**src/rtl/otter_muldiv_pkg.sv**
```systemverilog
// Shared types and constants for the OTTER iterative multiply/divide unit.
package otter_muldiv_pkg;

   typedef enum logic [2:0] {
      OP_MUL    = 3'b000,
      OP_MULH   = 3'b001,
      OP_MULHSU = 3'b010,
      OP_MULHU  = 3'b011,
      OP_DIV    = 3'b100,
      OP_DIVU   = 3'b101,
      OP_REM    = 3'b110,
      OP_REMU   = 3'b111
   } muldiv_op_t;

   typedef enum logic [1:0] {
      IDLE,
      CALC,
      FIX,
      FINISH
   } muldiv_state_t;

   localparam logic [31:0] ALL_ONES = 32'hFFFF_FFFF;
   localparam logic [31:0] INT_MIN  = 32'h8000_0000;

endpackage

```
**src/rtl/otter_muldiv.sv**
```systemverilog
// Iterative RV32M multiply/divide: 32-cycle shift-add multiply and
// restoring divide sharing one counter and one set of operand registers.
module otter_muldiv
   import otter_muldiv_pkg::*;
#(
   parameter int WIDTH = 32,
   parameter int CNT_W = 5
) (
   input  logic             CLK,
   input  logic             RST,
   input  logic             START,
   input  logic [2:0]       FUNCT3,
   input  logic [WIDTH-1:0] A,
   input  logic [WIDTH-1:0] B,
   output logic             BUSY,
   output logic             DONE,
   output logic [WIDTH-1:0] RESULT
);

   muldiv_state_t      state;
   muldiv_op_t         op;
   logic [CNT_W-1:0]   cnt;
   logic [WIDTH-1:0]   a_mag;
   logic [WIDTH-1:0]   b_mag;
   logic [WIDTH-1:0]   quot;
   logic [WIDTH-1:0]   rem;
   logic [WIDTH-1:0]   spec_res;
   logic [2*WIDTH-1:0] prod;
   logic               neg_a;
   logic               neg_b;
   logic               special;

   muldiv_op_t       start_op;
   logic             sgn_a_in;
   logic             sgn_b_in;
   logic             na_in;
   logic             nb_in;
   logic [WIDTH-1:0] a_mag_in;
   logic [WIDTH-1:0] b_mag_in;
   logic             div_zero;
   logic             div_ovf;
   logic [WIDTH-1:0] spec_in;

   assign start_op = muldiv_op_t'(FUNCT3);
   assign sgn_a_in = start_op inside {OP_MUL, OP_MULH, OP_MULHSU,
                                      OP_DIV, OP_REM};
   assign sgn_b_in = start_op inside {OP_MUL, OP_MULH, OP_DIV, OP_REM};
   assign na_in    = sgn_a_in & A[WIDTH-1];
   assign nb_in    = sgn_b_in & B[WIDTH-1];
   assign a_mag_in = na_in ? (~A + 1'b1) : A;
   assign b_mag_in = nb_in ? (~B + 1'b1) : B;

   // Division corner cases bypass the iteration entirely.
   assign div_zero = FUNCT3[2] && (B == '0);
   assign div_ovf  = FUNCT3[2] && !FUNCT3[0]
                     && (A == INT_MIN) && (B == ALL_ONES);
   assign spec_in  = div_zero ? (FUNCT3[1] ? A : ALL_ONES)
                              : (FUNCT3[1] ? '0 : INT_MIN);

   logic [WIDTH:0] mul_sum;
   logic [WIDTH:0] div_shift;
   logic [WIDTH:0] div_diff;
   logic           q_bit;

   assign mul_sum   = {1'b0, prod[2*WIDTH-1:WIDTH]}
                      + {1'b0, (prod[0] ? a_mag : '0)};
   assign div_shift = {rem, quot[WIDTH-1]};
   assign div_diff  = div_shift - {1'b0, b_mag};
   assign q_bit     = ~div_diff[WIDTH];

   logic [2*WIDTH-1:0] prod_fix;
   logic [WIDTH-1:0]   quot_fix;
   logic [WIDTH-1:0]   rem_fix;

   assign prod_fix = (neg_a ^ neg_b) ? (~prod + 1'b1) : prod;
   assign quot_fix = (neg_a ^ neg_b) ? (~quot + 1'b1) : quot;
   assign rem_fix  = neg_a ? (~rem + 1'b1) : rem;

   always_ff @(posedge CLK or posedge RST) begin
      if (RST) begin
         state    <= IDLE;
         op       <= OP_MUL;
         cnt      <= '0;
         a_mag    <= '0;
         b_mag    <= '0;
         quot     <= '0;
         rem      <= '0;
         spec_res <= '0;
         prod     <= '0;
         neg_a    <= 1'b0;
         neg_b    <= 1'b0;
         special  <= 1'b0;
         BUSY     <= 1'b0;
         DONE     <= 1'b0;
         RESULT   <= '0;
      end else begin
         DONE <= (state == FINISH);
         BUSY <= (state == IDLE) ? START : 1'b1;
         unique case (state)
            IDLE: begin
               if (START) begin
                  op       <= start_op;
                  neg_a    <= na_in;
                  neg_b    <= nb_in;
                  a_mag    <= a_mag_in;
                  b_mag    <= b_mag_in;
                  cnt      <= '0;
                  prod     <= {{WIDTH{1'b0}}, b_mag_in};
                  quot     <= a_mag_in;
                  rem      <= '0;
                  special  <= div_zero | div_ovf;
                  spec_res <= spec_in;
                  state    <= (div_zero | div_ovf) ? FIX : CALC;
               end
            end
            CALC: begin
               cnt <= cnt + 1'b1;
               if (op[2]) begin
                  rem  <= q_bit ? div_diff[WIDTH-1:0]
                                : div_shift[WIDTH-1:0];
                  quot <= {quot[WIDTH-2:0], q_bit};
               end else begin
                  prod <= {mul_sum, prod[WIDTH-1:1]};
               end
               if (cnt == {CNT_W{1'b1}})
                  state <= FIX;
            end
            FIX: begin
               if (special) begin
                  RESULT <= spec_res;
               end else begin
                  unique case (op)
                     OP_MUL:    RESULT <= prod_fix[WIDTH-1:0];
                     OP_MULH,
                     OP_MULHSU,
                     OP_MULHU:  RESULT <= prod_fix[2*WIDTH-1:WIDTH];
                     OP_DIV,
                     OP_DIVU:   RESULT <= quot_fix;
                     OP_REM,
                     OP_REMU:   RESULT <= rem_fix;
                  endcase
               end
               state <= FINISH;
            end
            FINISH: state <= IDLE;
         endcase
      end
   end

endmodule

```
**config.mk**
```make
export PLATFORM = sky130hd
export DESIGN_NAME = otter_muldiv
export DESIGN_NICKNAME = d
export VERILOG_FILES = /design/src/rtl/otter_muldiv_pkg.sv /design/src/rtl/otter_muldiv.sv
export SDC_FILE = /design/constraint.sdc
export NUM_CORES = 1
export LEC_CHECK = 0
export CAP_MARGIN = 10
export CORE_ASPECT_RATIO = 0.6
export CORE_MARGIN = 4
export CORE_UTILIZATION = 55
export DETAILED_ROUTE_END_ITERATION = 8
export GPL_ROUTABILITY_DRIVEN = 0
export PLACE_DENSITY_LB_ADDON = 0.3
export SLEW_MARGIN = 25
export SYNTH_ARGS = -nofsm -noshare
export SYNTH_HDL_FRONTEND = slang
export SYNTH_SLANG_ARGS = --single-unit
```
**constraint.sdc**
```tcl
create_clock -name CLK -period 12.1 [get_ports CLK]
set_clock_uncertainty 0.05 [all_clocks]
set_input_delay 1.21 -clock CLK [delete_from_list [all_inputs] [get_ports CLK]]
set_output_delay 1.21 -clock CLK [all_outputs]
set_load 0.005 [all_outputs]
```
## Word level (Yosys, flattened, before mapping)

Cells that the tools add are included.

| operators by class | value |
|---|---|
| $add $sub $neg | 8 |
| bitwise logic cells | 10 |
| eq/ne operators | 21 |
| muxes and demuxes | 28 |
| reductions and logical operators | 20 |

Operators by type and width:

| kind | count |
|---|---|
| $mux W32 | 14 |
| $mux W64 | 3 |
| $add A32 B1 Y32 const B | 4 |
| $not A32 Y32 | 4 |
| $pmux W32 S2 | 2 |
| $pmux W32 S4 | 1 |
| $pmux W64 S2 | 1 |
| $add A64 B1 Y64 const B | 1 |
| $eq A32 B32 Y1 const B | 2 |
| $not A64 Y64 | 1 |
| $add A32 B32 Y33 | 1 |
| $sub A33 B32 Y33 | 1 |
| $logic_not A32 Y1 | 1 |
| $eq A3 B3 Y1 const B | 6 |
| $pmux W5 S2 | 1 |
| $eq A3 B2 Y1 const B | 3 |
| $ne A2 B2 Y1 const B | 4 |
| $pmux W2 S4 | 1 |
| $eq A3 B1 Y1 const B | 2 |
| $logic_not A3 Y1 | 2 |
| $mux W2 | 3 |
| $reduce_and A2 Y1 | 3 |
| $reduce_and A3 Y1 | 2 |
| $add A5 B1 Y5 const B | 1 |
| other kinds (17) | 23 |

| storage, ports and cells | value |
|---|---|
| register bits | 271 |
| input bits | 70 |
| output and inout port bits | 34 |

## Logic depth before layout (Yosys ltp)

| depth | value |
|---|---|
| depth after elaboration | 8 |
| mapped depth | 15 |

## Worst setup path after synthesis

Ideal clock, no wire load.

| path | value |
|---|---|
| path type | input to register |
| from | input port B[4] |
| to | register b_mag[29] |
| data arrival time | 3.208 ns |
| setup slack | 8.709 ns |
| path buffers | 0 |
| stages | 7 |
| required time | 11.917 ns |
| cell sequence | nor4_1 nand3_1 or4_1 or3_1 o41ai_1 xor2_1 o21ai_0 |

| on the way | value |
|---|---|
| word-level cells in the longest chain between the ends | 3 |

Ends and longest elaborated chain:

| element | line | RTL |
|---|---|---|
| start, declared | otter_muldiv.sv:14 | `input logic [WIDTH-1:0] B,` |
| $not A32 Y32 | otter_muldiv.sv:51 | `assign b_mag_in = nb_in ? (~B + 1'b1) : B;` |
| $add A32 B1 Y32 | otter_muldiv.sv:51 |  |
| $mux W32 | otter_muldiv.sv:51 |  |
| end signal, assigned | otter_muldiv.sv:106 | `b_mag <= b_mag_in;` |
| end, declared | otter_muldiv.sv:24 | `logic [WIDTH-1:0] b_mag;` |

No other way between the ends.
A chain may end at the register's enable or synchronous reset.

## Worst setup path after layout

| path | value |
|---|---|
| from | register prod[0] |
| to | register RESULT[28] |

| on the way | value |
|---|---|
| word-level cells in the longest chain between the ends | 5 |

Ends and longest elaborated chain:

| element | line | RTL |
|---|---|---|
| start, declared | otter_muldiv.sv:28 | `logic [2*WIDTH-1:0] prod;` |
| start signal, assigned | otter_muldiv.sv:108 | `prod <= {{WIDTH{1'b0}}, b_mag_in};` |
| start signal, assigned | otter_muldiv.sv:123 | `prod <= {mul_sum, prod[WIDTH-1:1]};` |
| $not A64 Y64 | otter_muldiv.sv:75 | `assign prod_fix = (neg_a ^ neg_b) ? (~prod + 1'b1) : prod;` |
| $add A64 B1 Y64 | otter_muldiv.sv:75 |  |
| $mux W64 | otter_muldiv.sv:75 |  |
| $pmux W32 S4 | otter_muldiv.sv:132 | `unique case (op)` |
| $mux W32 | otter_muldiv.sv:129 | `if (special) begin` |
| end signal, assigned | otter_muldiv.sv:130 | `RESULT <= spec_res;` |
| end signal, assigned | otter_muldiv.sv:133 | `OP_MUL: RESULT <= prod_fix[WIDTH-1:0];` |
| end signal, assigned | otter_muldiv.sv:136 | `OP_MULHU: RESULT <= prod_fix[2*WIDTH-1:WIDTH];` |
| end, declared | otter_muldiv.sv:17 | `output logic [WIDTH-1:0] RESULT` |

No other way between the ends.

==> results.py <==
metrics = {
    "status": {
        "status": "finished, violations left",
        "violations": "DRC",
    },
    "global_route": {
        "grt_max_degree": 136,
        "antenna_found_initial": 11,
        "grt_pass1_vias": 17870,
        "grt_use_total": 0.3550,
        "grt_pass1_wl_mm": 108.0,
        "gr-total-overflow": 0,
    },
    "hold_path": {
        "hold_depth": 2,
        "hold_path.class": "register to register",
    },
    "setup_path": {
        "slowest_stage": "nor3_1",
        "arrival_ns": 5.11,
        "worst-path-max-fanout": 39,
        "cp-start-kind": "register",
        "critPathKind": "register to register",
        "cp-end-kind": "register",
        "cpMostUsedCell": "a21oi_1",
        "worstPathRequired_ns": 12.56,
        "critPathMaxStageDelay_ns": 0.80,
        "rr_worst_depth": 10,
        "cp_cell_sequence": "inv_1, ha_1, nor3b_1, nand4_1, nor3_1, a31oi_1, xnor2_1, a211oi_1, a21oi_1, a21oi_1",
    },
    "floorplanning": {
        "initial_core_util": 0.5587,
        "io_pins": 104,
        "core_area_mm2": 0.03508,
        "fp-row-count": 53,
        "dieArea_mm2": 0.03882,
        "die-width_um": 251.7,
        "fp.dieH_um": 154.2,
    },
    "timing": {
        "maxSlewViolCount": 0,
        "layout_min_cycle_time_ns": 4.650,
        "fmaxAchievable_mhz": 215.1,
        "setup_total_negative_slack_ns": 0,
        "tightest_slew_ns": 1.175,
        "hold_viol": 0,
        "slew_headroom": 0.2119,
        "period_share": 0.3843,
        "hold_slack_ns": 0.4185,
        "rsz0062_at_grt": "no",
        "setup_viol_count_final": 0,
    },
    "clocking": {
        "cts_tree": "built",
        "ctsHoldBuffers": 0,
        "numCtsBuffers": 29,
        "cts_buffer_depth": 3,
        "htreeDepth": 1,
        "path_clk_slew_ns": 0.07,
        "post_cts_buffers": 0,
        "clk_latency_ns": 0.59,
        "clock_sinks": 271,
        "root_buffer": "clkbuf_16",
        "ctsResizeCount": 0,
    },
    "pwr": {
        "power_leakage_uw": 0.009290,
        "power_density_mw_per_mm2": 282.9,
        "p_total_uw": 6215,
        "ir_worst_vdd_mv": 0.1854,
    },
    "synth": {
        "synth_cells": 2412,
        "synth_edf_count": 0,
        "netlist_area_mm2": 0.01960,
        "syn_nets": 2561,
        "avgSynthCellArea_um2": 8.126,
        "yosysWarnings": 0,
        "synthArstFlopShare": 1.000,
        "synth_cell_types": 77,
        "ys.flop_type": "dfrtp_1",
        "yosysSeqAreaShare": 0.3460,
        "ys_seq_elements": 271,
    },
    "cells_and_area": {
        "diodes": 0,
        "syn2layout_area_growth_pct": 12.07,
        "drive_above_1_share": 0.04655,
        "nFillCells": 3028,
        "finish.utilization": 0.6262,
        "nNetsFinal": 2575,
        "multi_input_area_mm2": 0.01203,
        "regArea_mm2": 0.006782,
    },
    "route": {
        "viasPerCell": 6.706,
        "wl_per_cell_um": 24.41,
        "vias": 19560,
        "dr.pass1.iters": 9,
        "drt_iter0_markers": 3150,
        "wirelength_mm": 71.17,
        "ant_nets": 0,
        "remaining_drc_errors": 16,
    },
    "place": {
        "dp_hpwl_mm": 52.73,
        "port-buffer-count": 103,
    },
    "run": {
        "drv_cap": 0,
    },
}
power by group:
group / total (uW) / internal, uW / switching [uW]
logic: 3520 / 1180 / 2340
registers: 1690 / 1230 / 459
clock network: 1010 / 591 / 416
total: 6210 / 3000 / 3210
flip-flops by register name, indices dropped and copies added (netlist names):
| signal | flops |
|---|---|
| prod | 64 |
| RESULT | 32 |
| a_mag | 32 |
| b_mag | 32 |
| quot | 32 |
| rem | 32 |
| spec_res | 32 |
| cnt | 5 |
| op | 3 |
| state | 2 |
| BUSY | 1 |
| DONE | 1 |
| neg_a | 1 |
| neg_b | 1 |
| special | 1 |
cell families after synthesis:
| group | after synthesis | synth area share |
|---|---|---|
| adders and majority gates | 79 | 0.05120 |
| muxes | 47 | 0.02451 |
| and+or+nand+nor | 799 | 0.1973 |
| AOI/OAI and AO/OA | 777 | 0.2414 |
| xor gates and xnor gates | 216 | 0.09652 |
| buffers and inverters | 223 | 0.04303 |
| DFF | 271 | 0.3460 |
stage by stage:
step	cell area, um^2	setup WS, ns	instances
6_report	21970	7.450	2916
3_5_place_dp	20900	7.532	2862
2_1_floorplan	19600	3.373	2412
5_1_grt	21970	7.405	2916
3_3_place_gp	20900	7.702	2862
4_1_cts	21960	7.789	2916
area by class of cell:
class                           count  area share
Multi-Input combinational cell   1918      0.5476
Clock buffer                       39     0.03794
Inverter                           81     0.01441
Timing Repair Buffer              125     0.05463
Tap cell                          467     0.02660
Clock inverter                     15     0.01008
Sequential cell                   271      0.3087
routing by layer:
metal / GRT usage / vias to the layer above / share of wire
met3: 0.1951 / 215 / 0.18
met4: 0.07047 / 24 / 0.028
met5: 0.01491 / - / 0.0041
met1: 0.5087 / 9283 / 0.41
li1: - / 8692 / -
met2: 0.4688 / 1341 / 0.38
synth_stat cells (6+ instances only):
cell type / count / share of area
nand2b_1: 17 / 0.0054
o211ai_1: 9 / 0.0034
a21oi_1: 181 / 0.046
o41ai_1: 20 / 0.0089
buf_1: 6 / 0.0011
clkbuf_1: 131 / 0.025
nor3b_1: 7 / 0.0027
nand4_1: 21 / 0.0067
nand3b_1: 28 / 0.011
or2_2: 6 / 0.0019
a221oi_1: 12 / 0.0054
a21o_1: 24 / 0.0092
nor2_1: 156 / 0.030
xnor2_1: 102 / 0.046
or4_1: 23 / 0.0088
o22ai_1: 9 / 0.0029
or3_1: 18 / 0.0057
nand2_1: 314 / 0.060
nand3_1: 29 / 0.0074
nor4_1: 21 / 0.0067
o221ai_1: 11 / 0.0049
mux2i_1: 39 / 0.020
xor2_1: 114 / 0.051
dfrtp_1: 271 / 0.35
and2_1: 37 / 0.012
a22oi_1: 36 / 0.014
o21ai_0: 295 / 0.075
a211oi_1: 16 / 0.0061
and3_1: 10 / 0.0032
ha_1: 77 / 0.049
nor2b_1: 39 / 0.012
o21a_1: 8 / 0.0031
a31oi_1: 34 / 0.011
inv_1: 80 / 0.015
mux2_2: 8 / 0.0046
o31ai_1: 66 / 0.025
nor3_1: 54 / 0.014
cell usage in the layout (no fill, tap or decap), types with 36 or more instances in the layout:
master           instances
a21oi_1                181
a22oi_1                 36
and2_1                  37
clkdlybuf4s50_1        103
dfrtp_1                271
ha_1                    75
inv_1                   79
mux2i_1                 39
nand2_1                313
nor2_1                 154
nor2b_1                 38
nor3_1                  54
o21ai_0                295
o31ai_1                 66
xnor2_1                101
xor2_1                 113
final timing paths:
check | startpoint | end | slack (ns)
worst max-delay path | prod[0] | RESULT[28] | 7.45
worst min-delay path | spec_res[26] | spec_res[26] | 0.42
worst max register to register | prod[0] | RESULT[28] | 7.45
worst min register to register | spec_res[26] | spec_res[26] | 0.42
max in group asynchronous | RST | quot[17] | 9.46
min in group asynchronous | RST | prod[54] | 1.07
critical path: cells and delay by family (launching register included):
| kind | cells | cell delay, ns |
|---|---|---|
| and+or+nand+nor | 3 | 1.86 |
| AOI/OAI and AO/OA | 4 | 1.30 |
| DFF | 1 | 0.76 |
| adders and majority gates | 1 | 0.20 |
| xor gates and xnor gates | 1 | 0.20 |
| buffers and inverters | 1 | 0.19 |
Note: power is estimated with default switching activity, not from simulation.
